[src/rtl/mem_access_unit.sv]
// Memory-stage responder: turns lw/sw control strobes into a req/ack data-memory
// transaction and stalls the pipeline until it completes. Optional REQ timeout: MEM_TIMEOUT_EN.
module mem_access_unit #(
    parameter int DATA_W      = 32,
    parameter int ADDR_W      = 16,
    parameter int TIMEOUT_CYC = 16
) (
    input  logic              clk,
    input  logic              rst_n,
    input  logic              Valid,
    input  logic              MemRead,
    input  logic              MemWrite,
    input  logic [ADDR_W-1:0] Addr,
    input  logic [DATA_W-1:0] WriteData,
    output logic              Stall,
    output logic [DATA_W-1:0] ReadData,
    output logic              ReadValid,
    output logic              Error,
    output logic              mem_req,
    output logic              mem_we,
    output logic [ADDR_W-1:0] mem_addr,
    output logic [DATA_W-1:0] mem_wdata,
    input  logic              mem_ack,
    input  logic [DATA_W-1:0] mem_rdata
);

    typedef enum logic [1:0] {
        IDLE = 2'd0,
        REQ  = 2'd1,
        DONE = 2'd2
    } state_e;

    state_e            state_q, state_d;
    logic              we_q, we_d;
    logic [ADDR_W-1:0] addr_q, addr_d;
    logic [DATA_W-1:0] wdata_q, wdata_d;
    logic [DATA_W-1:0] rdata_q, rdata_d;
    logic              rvalid_q, rvalid_d;
    logic              error_q, error_d;
    logic              start_s;
    logic              reject_s;

`ifdef MEM_TIMEOUT_EN
    localparam int CNT_W = $clog2(TIMEOUT_CYC + 1);
    logic [CNT_W-1:0] cnt_q, cnt_d;
`else
    logic [31:0] timeout_unused_s;
    assign timeout_unused_s = 32'(TIMEOUT_CYC);
`endif

    assign start_s  = Valid & (MemRead ^ MemWrite) & (Addr[1:0] == 2'b00);
    assign reject_s = Valid & ((MemRead & MemWrite) | ((MemRead | MemWrite) & (Addr[1:0] != 2'b00)));

    // Stall is forced low while reset is held so an abandoned access releases the pipeline at once
    assign Stall     = rst_n & (((state_q == IDLE) & start_s) | (state_q == REQ));
    assign mem_req   = (state_q == REQ);
    assign mem_we    = we_q;
    assign mem_addr  = addr_q;
    assign mem_wdata = wdata_q;
    assign ReadData  = rdata_q;
    assign ReadValid = rvalid_q;
    assign Error     = error_q;

    // Next-state and datapath update for the IDLE/REQ/DONE transaction FSM
    always_comb begin
        state_d  = state_q;
        we_d     = we_q;
        addr_d   = addr_q;
        wdata_d  = wdata_q;
        rdata_d  = rdata_q;
        rvalid_d = 1'b0;
        error_d  = 1'b0;
`ifdef MEM_TIMEOUT_EN
        cnt_d    = cnt_q;
`endif
        case (state_q)
            IDLE: begin
                if (start_s) begin
                    we_d    = MemWrite;
                    addr_d  = Addr;
                    wdata_d = WriteData;
                    state_d = REQ;
`ifdef MEM_TIMEOUT_EN
                    cnt_d   = '0;
`endif
                end else if (reject_s) begin
                    error_d = 1'b1;
                end else begin
                    state_d = IDLE;
                end
            end
            REQ: begin
                if (mem_ack) begin
                    if (!we_q) begin
                        rdata_d  = mem_rdata;
                        rvalid_d = 1'b1;
                    end else begin
                        rvalid_d = 1'b0;
                    end
                    state_d = DONE;
`ifdef MEM_TIMEOUT_EN
                end else if (cnt_q == CNT_W'(TIMEOUT_CYC - 1)) begin
                    // ack in the last counted cycle is handled above, so it wins
                    error_d = 1'b1;
                    state_d = DONE;
                end else begin
                    cnt_d = cnt_q + CNT_W'(1);
                end
`else
                end else begin
                    state_d = REQ;
                end
`endif
            end
            DONE: begin
                state_d = IDLE;
            end
            default: begin
                state_d = IDLE;
            end
        endcase
    end

    // State and registered-output storage
    always_ff @(posedge clk or negedge rst_n) begin
        if (!rst_n) begin
            state_q  <= IDLE;
            we_q     <= 1'b0;
            addr_q   <= '0;
            wdata_q  <= '0;
            rdata_q  <= '0;
            rvalid_q <= 1'b0;
            error_q  <= 1'b0;
`ifdef MEM_TIMEOUT_EN
            cnt_q    <= '0;
`endif
        end else begin
            state_q  <= state_d;
            we_q     <= we_d;
            addr_q   <= addr_d;
            wdata_q  <= wdata_d;
            rdata_q  <= rdata_d;
            rvalid_q <= rvalid_d;
            error_q  <= error_d;
`ifdef MEM_TIMEOUT_EN
            cnt_q    <= cnt_d;
`endif
        end
    end

endmodule

[config.mk]
export PLATFORM = sky130hd
export DESIGN_NAME = mem_access_unit
export DESIGN_NICKNAME = d
export VERILOG_FILES = /design/src/rtl/mem_access_unit.sv
export SDC_FILE = /design/constraint.sdc
export NUM_CORES = 1
export LEC_CHECK = 0
export CORE_MARGIN = 2
export CORE_UTILIZATION = 36
export CTS_CLUSTER_SIZE = 20
export DETAILED_ROUTE_END_ITERATION = 16
export HOLD_SLACK_MARGIN = 0.05
export PLACE_DENSITY = 0.77
export SLEW_MARGIN = 20
export SYNTH_ARGS = -nofsm -noshare
export SYNTH_HDL_FRONTEND = slang
export SYNTH_SLANG_ARGS = --single-unit
[constraint.sdc]
create_clock -name clk -period 1.9 [get_ports clk]
set_input_delay 0.57 -clock clk [delete_from_list [all_inputs] [get_ports clk]]
set_output_delay 0.57 -clock clk [all_outputs]
set_load 0.005 [all_outputs]
* Yosys cells after proc, flatten, opt, wreduce, memory -nomap -nowiden
Cells that the tools add are included.
Widths: inputs -> output; s select.
** Cells by class
- Reduce and logical (&&, ||, !) cells :: 5
- Eq/ne operators :: 2
- Bitwise gates (word level) :: 12
- Muxes and demuxes :: 10
** Operators by type and width (count)
- $and 1x1->1 :: 7
- $mux 1 :: 6
- $mux 2 :: 3
- $logic_not 2->1 :: 2
- $pmux 2 s2 :: 1
- $ne 3x3->1 const B :: 1
- $or 1x1->1 :: 3
- $reduce_and 3->1 :: 1
- $eq 2x1->1 const B :: 1
- $reduce_and 2->1 :: 1
- $reduce_bool 2->1 :: 1
- $not 1->1 :: 1
- $xor 1x1->1 :: 1
** Word-level totals
- Flip-flop bits (word level) :: 85
- Input port bits :: 86
- Output and inout port bits :: 85

* Depth between registers and ports, before layout
Gate-level depths: netlist of run 1.
- Depth in word-level cells :: 7
- Gate-level depth with buffers :: 5

* Worst setup path before layout of run 1
No wires, ideal clock.
- Path type :: in2out
- Start point :: input MemRead
- End point :: output Stall
- Path slack :: -0.083 ns
- Required time :: 1.330 ns
- Stages on the path :: 5
- Arrival :: 1.413 ns
- Cells stage by stage :: inv_1 > ha_1 > nand3_2 > buf_6 > a21boi_0
** On the way
- Longest elaborated chain between the ends :: 6
** Ends and longest elaborated chain
- start: declaration :: line 11 : input logic MemRead,
- $xor 1x1->1 :: line 51 : assign start_s = Valid & (MemRead ^ MemWrite) & (Addr[1:0] == 2'b00);
- $and 1x1->1 (2 in a row) :: line 51
- $and 1x1->1 :: line 55 : assign Stall = rst_n & (((state_q == IDLE) & start_s) | (state_q == REQ));
- $or 1x1->1 :: line 55
- $and 1x1->1 :: line 55
- end: declaration :: line 15 : output logic Stall,
Every way passes these cells.

* Final worst setup path of run 1
- Start point :: input MemWrite
- End point :: output Stall
** On the way
- Longest elaborated chain between the ends :: 6
** Ends and longest elaborated chain
- start: declaration :: line 12 : input logic MemWrite,
- $xor 1x1->1 :: line 51
- $and 1x1->1 (2 in a row) :: line 51
- $and 1x1->1 :: line 55
- $or 1x1->1 :: line 55
- $and 1x1->1 :: line 55
Every way passes these cells.

==> summary.txt, run 1 <==
Yosys
  – Post-synthesis cell area: 3390 sq um
  – Mean Syn Cell Area: 17.7 sq um
  – Distinct cell type count after synthesis: 18
  – FF+latch count, synth: 85
  – Syn Inst Count: 191
  – Post-synth top flop: dfrtp_1
  – Yosys top cell area share: 0.628
  – Fraction of registers with async set/reset: 1.00
  – Most frequent cells after synthesis: dfrtp_1, mux2_2, mux2_4
  – Top cell type by total area after synthesis: dfrtp_1
  – Most common cell in the netlist: dfrtp_1
  – Share of synthesized area occupied by flip-flops and latches: 0.628
  – Yosys warns: 0
  – Syn Nets: 279
  – Area contributors post-synth: dfrtp_1, mux2_2, mux2_4
  – Number of flops mapped to enable cells by yosys: 0

Worst setup path
  – Crit path max-delay cell type: ha_4
  – Setup crit start: MemWrite
  – WP depth: 6
  – Type of origin of the critical path: primary input
  – Worst reg-to-reg setup slack: 0.20 ns
  – CP Capture Type: output port
  – Family with the most delay on the worst path: buffers and inverters
  – Worst-path fanout max: 2
  – Crit path buf inv count: 3
  – Worst-case reg-to-reg path depth: 5
  – Worst endpoint required time: 1.33 ns
  – Worst reg2reg path endpoint: ReadData[1]$_DFFE_PN0P_
  – Crit path largest cell delay: 0.27 ns
  – Worst r2r src: state_q[1]$_DFFE_PN0P_
  – Critical Path AT: 1.38 ns
  – CP Class: in2out
  – Crit-path cells: clkdlybuf4s15_2, inv_2, ha_4, nand3_4, a21boi_2, buf_2
  – Crit path to: Stall

Timing
  – Slew HR: 0.548
  – Clock Skew: 0.00841 ns
  – FMAX: 513 MHz
  – Final Hold Fails: 0
  – Final setup vio count: 1
  – Worst-Margin Slew: 0.678 ns
  – Final WS setup: -0.0484 ns
  – Min Tclk post-route: 1.95 ns
  – Final period util: 1.03
  – Slew Viols, Final: 0
  – RSZ-0062 raised after global routing: true

Die
  – Full die area: 10,200 sq um
  – Die Wd: 101 um
  – # IOs: 171
  – Initial Util: 0.368
  – Row count: 35
  – Die Ht: 101 um
  – CORE AREA: 9200 sq um

Placement
  – DP HPWL: 5760 um
  – I/O Buffers: 170
  – Routability cong.: 0.694
  – Worst slack at placement: -0.830 ns

Hold path
  – Hold WC Path Type: in2async

Clock network
  – H-tree depth: 3
  – Number of CTS-inserted buffers: 9
  – Hold buffers post-CTS: 0
  – CTS tree: yes
  – Later-pin clock latency in the skew report: 0.34 ns
  – Clock Pin Slew Worst Setup and Hold Paths: 0.08 ns
  – Clock buffer depth: 2
  – Clock Tree Root: clkbuf_8
  – Clk sink count: 85

Drt
  – Antenna-violating nets left: 0
  – DR vias/cell: 4.60
  – Drt total wl: 7870 um
  – Routed vias: 2,243
  – Pre-Repair DR Iteration Count: 4
  – Initial DRC count: 36
  – Post-route DRC: 0
  – Routed len/inst: 16.1 um

Outcome
  – Outcome: finished with violations
  – Failing checks: setup timing

Global routing
  – All-layer global routing usage: 0.157
  – Initial antenna violation count: 0
  – First-pass GRT wire length: 12,300 um
  – Vias in the first global route: 2,407
  – Largest net degree at the start of global routing: 55
  – Total gr overflow: 0

Layout
  – Final #Nets: 462
  – Final core area utilization: 0.585
  – Diodes inserted: 0
  – Synth-to-Final Area Change: 58.8%
  – Multi-input logic area: 1170 sq um
  – Number of fill cells: 780
  – Sequential Area: 2130 sq um
  – Layout cells sized above 1: 0.313

Pwr
  – Power after layout: 6.40 mW
  – Max rail drop VDD: 0.598 mV
  – Leak: 2.33 nW
  – P per Cell Area: 1190 nW/um^2

Run
  – MaxCap Viol Count: 0
## timing repair
item / CTS / global route
setup endpoints to repair: 52 / 3
endpoints found under the hold margin: 0 / 0
cloned: 0 / 0
buffers inserted: 1 / 1
pin swaps: 4 / 0
gates resized for setup: 22 / 1
## per-layer routing
layer | GRT usage | share of wire
met4 | 0.0437 | 0.0075
met5 | 0 | 0
met1 | 0.191 | 0.40
met2 | 0.254 | 0.49
met3 | 0.0707 | 0.10
## final cells by class
type | instances | area share
tap | 111 | 0.0258
timing repair buffer | 181 | 0.331
multi-input combinational | 94 | 0.217
sequential | 85 | 0.395
inverter | 3 | 0.00209
clock buffer | 9 | 0.0230
clock inverter | 5 | 0.00558
## worst min-delay path by stage
stage	slack, ns	startpoint	end	cells past startpoint
6_report	0.39	rst_n	mem_wdata[19]$_DFFE_PN0P_	2
5_1_grt	0.44	rst_n	ReadData[23]$_DFFE_PN0P_	2
4_1_cts	0.41	rst_n	ReadData[27]$_DFFE_PN0P_	2
3_5_place_dp	0.47	mem_addr[0]$_DFFE_PN0P_	mem_addr[0]$_DFFE_PN0P_	1
3_3_place_gp	0.47	mem_addr[0]$_DFFE_PN0P_	mem_addr[0]$_DFFE_PN0P_	1
2_1_floorplan	0.27	rst_n	Error$_DFF_PN0_	0
## cells in the final DEF, fill, tap and decap left out
master           netlist  layout
clkbuf_8               0       9
nand2_1                1       1
clkinv_2               0       3
nand2b_4               0       1
inv_2                  0       2
clkbuf_2               0       1
buf_2                  0       1
and2_1                 2       2
nand3_4                0       1
mux2_2                50      50
o211a_1                1       1
nor2b_4                1       1
nor2_4                 0       1
ha_4                   0       1
nor3b_4                0       1
inv_1                  3       1
clkdlybuf4s50_1        0     162
a21boi_2               0       1
and3b_1                1       1
dlygate4sd2_1          0       3
clkdlybuf4s15_2        0       2
mux2_4                29      29
clkinvlp_4             0       2
dfrtp_1               85      85
o21ai_0                1       1
buf_4                  0      11
nor2_1                 2       1
buf_12                 3       1
ha_1                   2       1
## per-stage QoR
stage	area, sq um	hold WS [ns]	std cells	setup TNS, ns
final	5380	0.387	488	-0.0484
after global routing	5380	0.444	488	-0.115
after CTS	5380	0.405	487	-0.0579
after detailed placement	5190	0.470	472	-40.91
after floorplan	3400	0.274	191	0
after global placement	5190	0.474	472	-39.38
## kinds of logic after synthesis
kind of cell,share of synthesized area
flops,0.628
mux,0.295
buf+inv,0.0410
simple gates,0.0222
compound gates,0.00665
fa+ha+maj,0.00739
## flip-flops by register name, indices dropped and copies added, names as in the netlist
signal     flops
ReadData      32
mem_wdata     32
mem_addr      16
state_q        2
Error          1
ReadValid      1
mem_we         1
## power by group
group | total, mW | internal (mW) | switching [mW]
clock network | 1.07 | 0.453 | 0.616
logic | 2.54 | 1.90 | 0.638
registers | 2.79 | 2.46 | 0.330
(Power assumes the default switching activity.)
==> run 2, diff against run 1 <==
--- a/config.mk
+++ b/config.mk
@@ -5,11 +5,11 @@
 export SDC_FILE = /design/constraint.sdc
 export NUM_CORES = 1
 export LEC_CHECK = 0
-export CORE_MARGIN = 2
 export CORE_UTILIZATION = 36
 export CTS_CLUSTER_SIZE = 20
 export DETAILED_ROUTE_END_ITERATION = 16
 export HOLD_SLACK_MARGIN = 0.05
+export MAX_ROUTING_LAYER = met4
 export PLACE_DENSITY = 0.77
 export SLEW_MARGIN = 20
 export SYNTH_ARGS = -nofsm -noshare
==> run 2 against run 1 <==
Against the previous run:
- the run still ends with setup timing left
- non-clock buffer count is 3 higher
- hold slack worse by 0.16 ns
- sequential share of layout area is 0.58 points lower
- total power is 4.5% higher
- clock power is 24% higher
- cell area is 1.5% higher
- critical path depth is 1 lower
- setup slack worse by 0.043 ns
- clock skew is 0.0034 ns higher
- count of clock-buffer cells in the layout is 3 higher
- via count is 1.1% higher
- highest routed layer unchanged
- fmax is 2.2% lower
==> summary.txt, run 2 (same netlist as run 1, synthesis figures left out) <==
Pwr
  – Max rail drop VDD: 0.514 mV (was 0.598 mV)
  – P per Cell Area: 1230 nW/um^2 (was 1190 nW/um^2)
  – Leak: 2.38 nW (was 2.33 nW)

Layout
  – Layout cells sized above 1: 0.312 (was 0.313)
  – Final #Nets: 465 (was 462)
  – Multi-input logic area: 1160 sq um (was 1170 sq um)
  – Most frequent cells in the layout: clkdlybuf4s50_1, dfrtp_1, mux2_2, mux2_4, buf_4 (unchanged)
  – Synth-to-Final Area Change: 61.2% (was 58.8%)
  – Sequential Area: 2130 sq um (unchanged)
  – Number of fill cells: 768 (was 780)
  – Final core area utilization: 0.594 (was 0.585)
  – Commonest non-fill, non-tap cell in the layout: clkdlybuf4s50_1 (unchanged)
  – Diodes inserted: 0 (unchanged)

Global routing
  – Total gr overflow: 0 (unchanged)
  – Largest net degree at the start of global routing: 63 (was 55)
  – First-pass GRT wire length: 12,400 um (was 12,300 um)
  – All-layer global routing usage: 0.169 (was 0.157)
  – Initial antenna violation count: 0 (unchanged)
  – Vias in the first global route: 2,522 (was 2,407)

Placement
  – Routability cong.: 0.704 (was 0.694)
  – I/O Buffers: 170 (unchanged)
  – DP HPWL: 5810 um (was 5760 um)

Timing
  – Slew HR: 0.478 (was 0.548)
  – Final period util: 1.05 (was 1.03)
  – Min Tclk post-route: 1.99 ns (was 1.95 ns)
  – Worst-Margin Slew: 0.783 ns (was 0.678 ns)
  – Final Hold Fails: 0 (unchanged)
  – FMAX: 502 MHz (was 513 MHz)
  – Slew Viols, Final: 0 (unchanged)
  – Final setup vio count: 1 (unchanged)
  – Final WS setup: -0.0918 ns (was -0.0484 ns)
  – Final hold slack: 0.223 ns (was 0.387 ns)
  – Clock Skew: 0.0118 ns (was 0.00841 ns)
  – RSZ-0062 raised after global routing: true (unchanged)

Drt
  – Routed vias: 2,267 (was 2,243)
  – Pre-Repair DR Iteration Count: 4 (unchanged)
  – DR vias/cell: 4.60 (about the same)
  – Post-route DRC: 0 (unchanged)
  – Drt total wl: 7850 um (was 7870 um)
  – Routed len/inst: 15.9 um (was 16.1 um)
  – Antenna-violating nets left: 0 (unchanged)
  – Initial DRC count: 43 (was 36)

Outcome
  – Failing checks: setup timing (unchanged)
  – Outcome: finished with violations (unchanged)

Clock network
  – Clock buffer depth: 2 (unchanged)
  – Hold buffers post-CTS: 0 (unchanged)
  – Clock Pin Slew Worst Setup and Hold Paths: 0.09 ns (was 0.08 ns)
  – CTS tree: yes (unchanged)
  – Later-pin clock latency in the skew report: 0.34 ns (about the same)
  – Clk sink count: 85 (unchanged)
  – H-tree depth: 3 (unchanged)
  – Clock Tree Root: clkbuf_8 (unchanged)
  – Number of CTS-inserted buffers: 9 (unchanged)

Worst setup path
  – Worst reg-to-reg setup slack: 0.23 ns (was 0.20 ns)
  – Type of origin of the critical path: flip-flop (was primary input)
  – Worst-path fanout max: 2 (unchanged)
  – Worst r2r src: state_q[1]$_DFFE_PN0P_ (unchanged)
  – Worst reg2reg path endpoint: mem_addr[14]$_DFFE_PN0P_ (was ReadData[1]$_DFFE_PN0P_)
  – Critical Path AT: 1.42 ns (was 1.38 ns)
  – CP Class: reg2out (was in2out)
  – CP Capture Type: output port (unchanged)
  – Worst endpoint required time: 1.33 ns (about the same)
  – Worst-case reg-to-reg path depth: 5 (unchanged)

Die
  – Row count: 35 (unchanged)
  – Full die area: 9800 sq um (was 10,200 sq um)
  – Die Wd: 99.0 um (was 101 um)
  – # IOs: 171 (unchanged)
  – Initial Util: 0.368 (unchanged)
  – CORE AREA: 9200 sq um (unchanged)
  – Die Ht: 99.0 um (was 101 um)

Run
  – MaxCap Viol Count: 0 (unchanged)

Hold path
  – Hold WC Path Type: in2async (unchanged)
==> run 2: layout make-up <==
cell class              instances  share of cell area
flip-flops and latches         85               0.390
repair buffers                184               0.332
multi-input cells              94               0.212
clock buffers                  12              0.0284
well taps                     111              0.0254
clock inverters                 4              0.0103
inverters                       3             0.00206
==> run 2: through the flow <==
step | power, mW | instance area (sq um) | instances | TNS [ns] | worst slack, ns
after floorplan | 3.68 | 3400 | 191 | 0 | 0.00811
after global placement | 5.31 | 5190 | 472 | -41.40 | -0.862
after detailed placement | 5.41 | 5190 | 472 | -42.30 | -0.865
after CTS | 6.78 | 5440 | 491 | -0.0975 | -0.0975
after global routing | 7.08 | 5460 | 493 | -0.203 | -0.165
final | 6.70 | 5460 | 493 | -0.0918 | -0.0918
==> run 2: how the worst max path moves through the flow <==
stage | from | cells after the start | end | slack, ns
2_1_floorplan | MemRead | 5 | Stall | 0.008
3_3_place_gp | MemRead | 6 | Stall | -0.86
3_5_place_dp | MemRead | 6 | Stall | -0.87
4_1_cts | state_q[1]$_DFFE_PN0P_ | 5 | Stall | -0.1
5_1_grt | state_q[1]$_DFFE_PN0P_ | 5 | Stall | -0.16
6_report | state_q[1]$_DFFE_PN0P_ | 5 | Stall | -0.09
==> run 2: routing by layer <==
metal  up-vias  wire [um]  GRT usage
met5         -          0          -
met4         0         74     0.0448
met3         7        463     0.0404
met2        90       4120      0.288
met1      1139       3190      0.200
li1       1031          -          -
==> run 2: power by group <==
group          switching [mW]  total, mW  internal, mW
Clock                   0.643       1.33         0.688
Combinational           0.641       2.55          1.91
Sequential              0.350       2.81          2.46
==> run 2: repair_timing <==
action,in CTS,in global routing
setup buffers,3,2
setup endpoints to repair,52,29
gates resized for setup,19,1
pin swaps,4,2
endpoints found under the hold margin,0,0
==> run 2: critical path, cell delays in order (launching register included) <==
cell	delay, ns
dfrtp_1	0.39
buf_6	0.12
nor3b_4	0.24
nand3_4	0.10
a21boi_2	0.11
buf_2	0.12
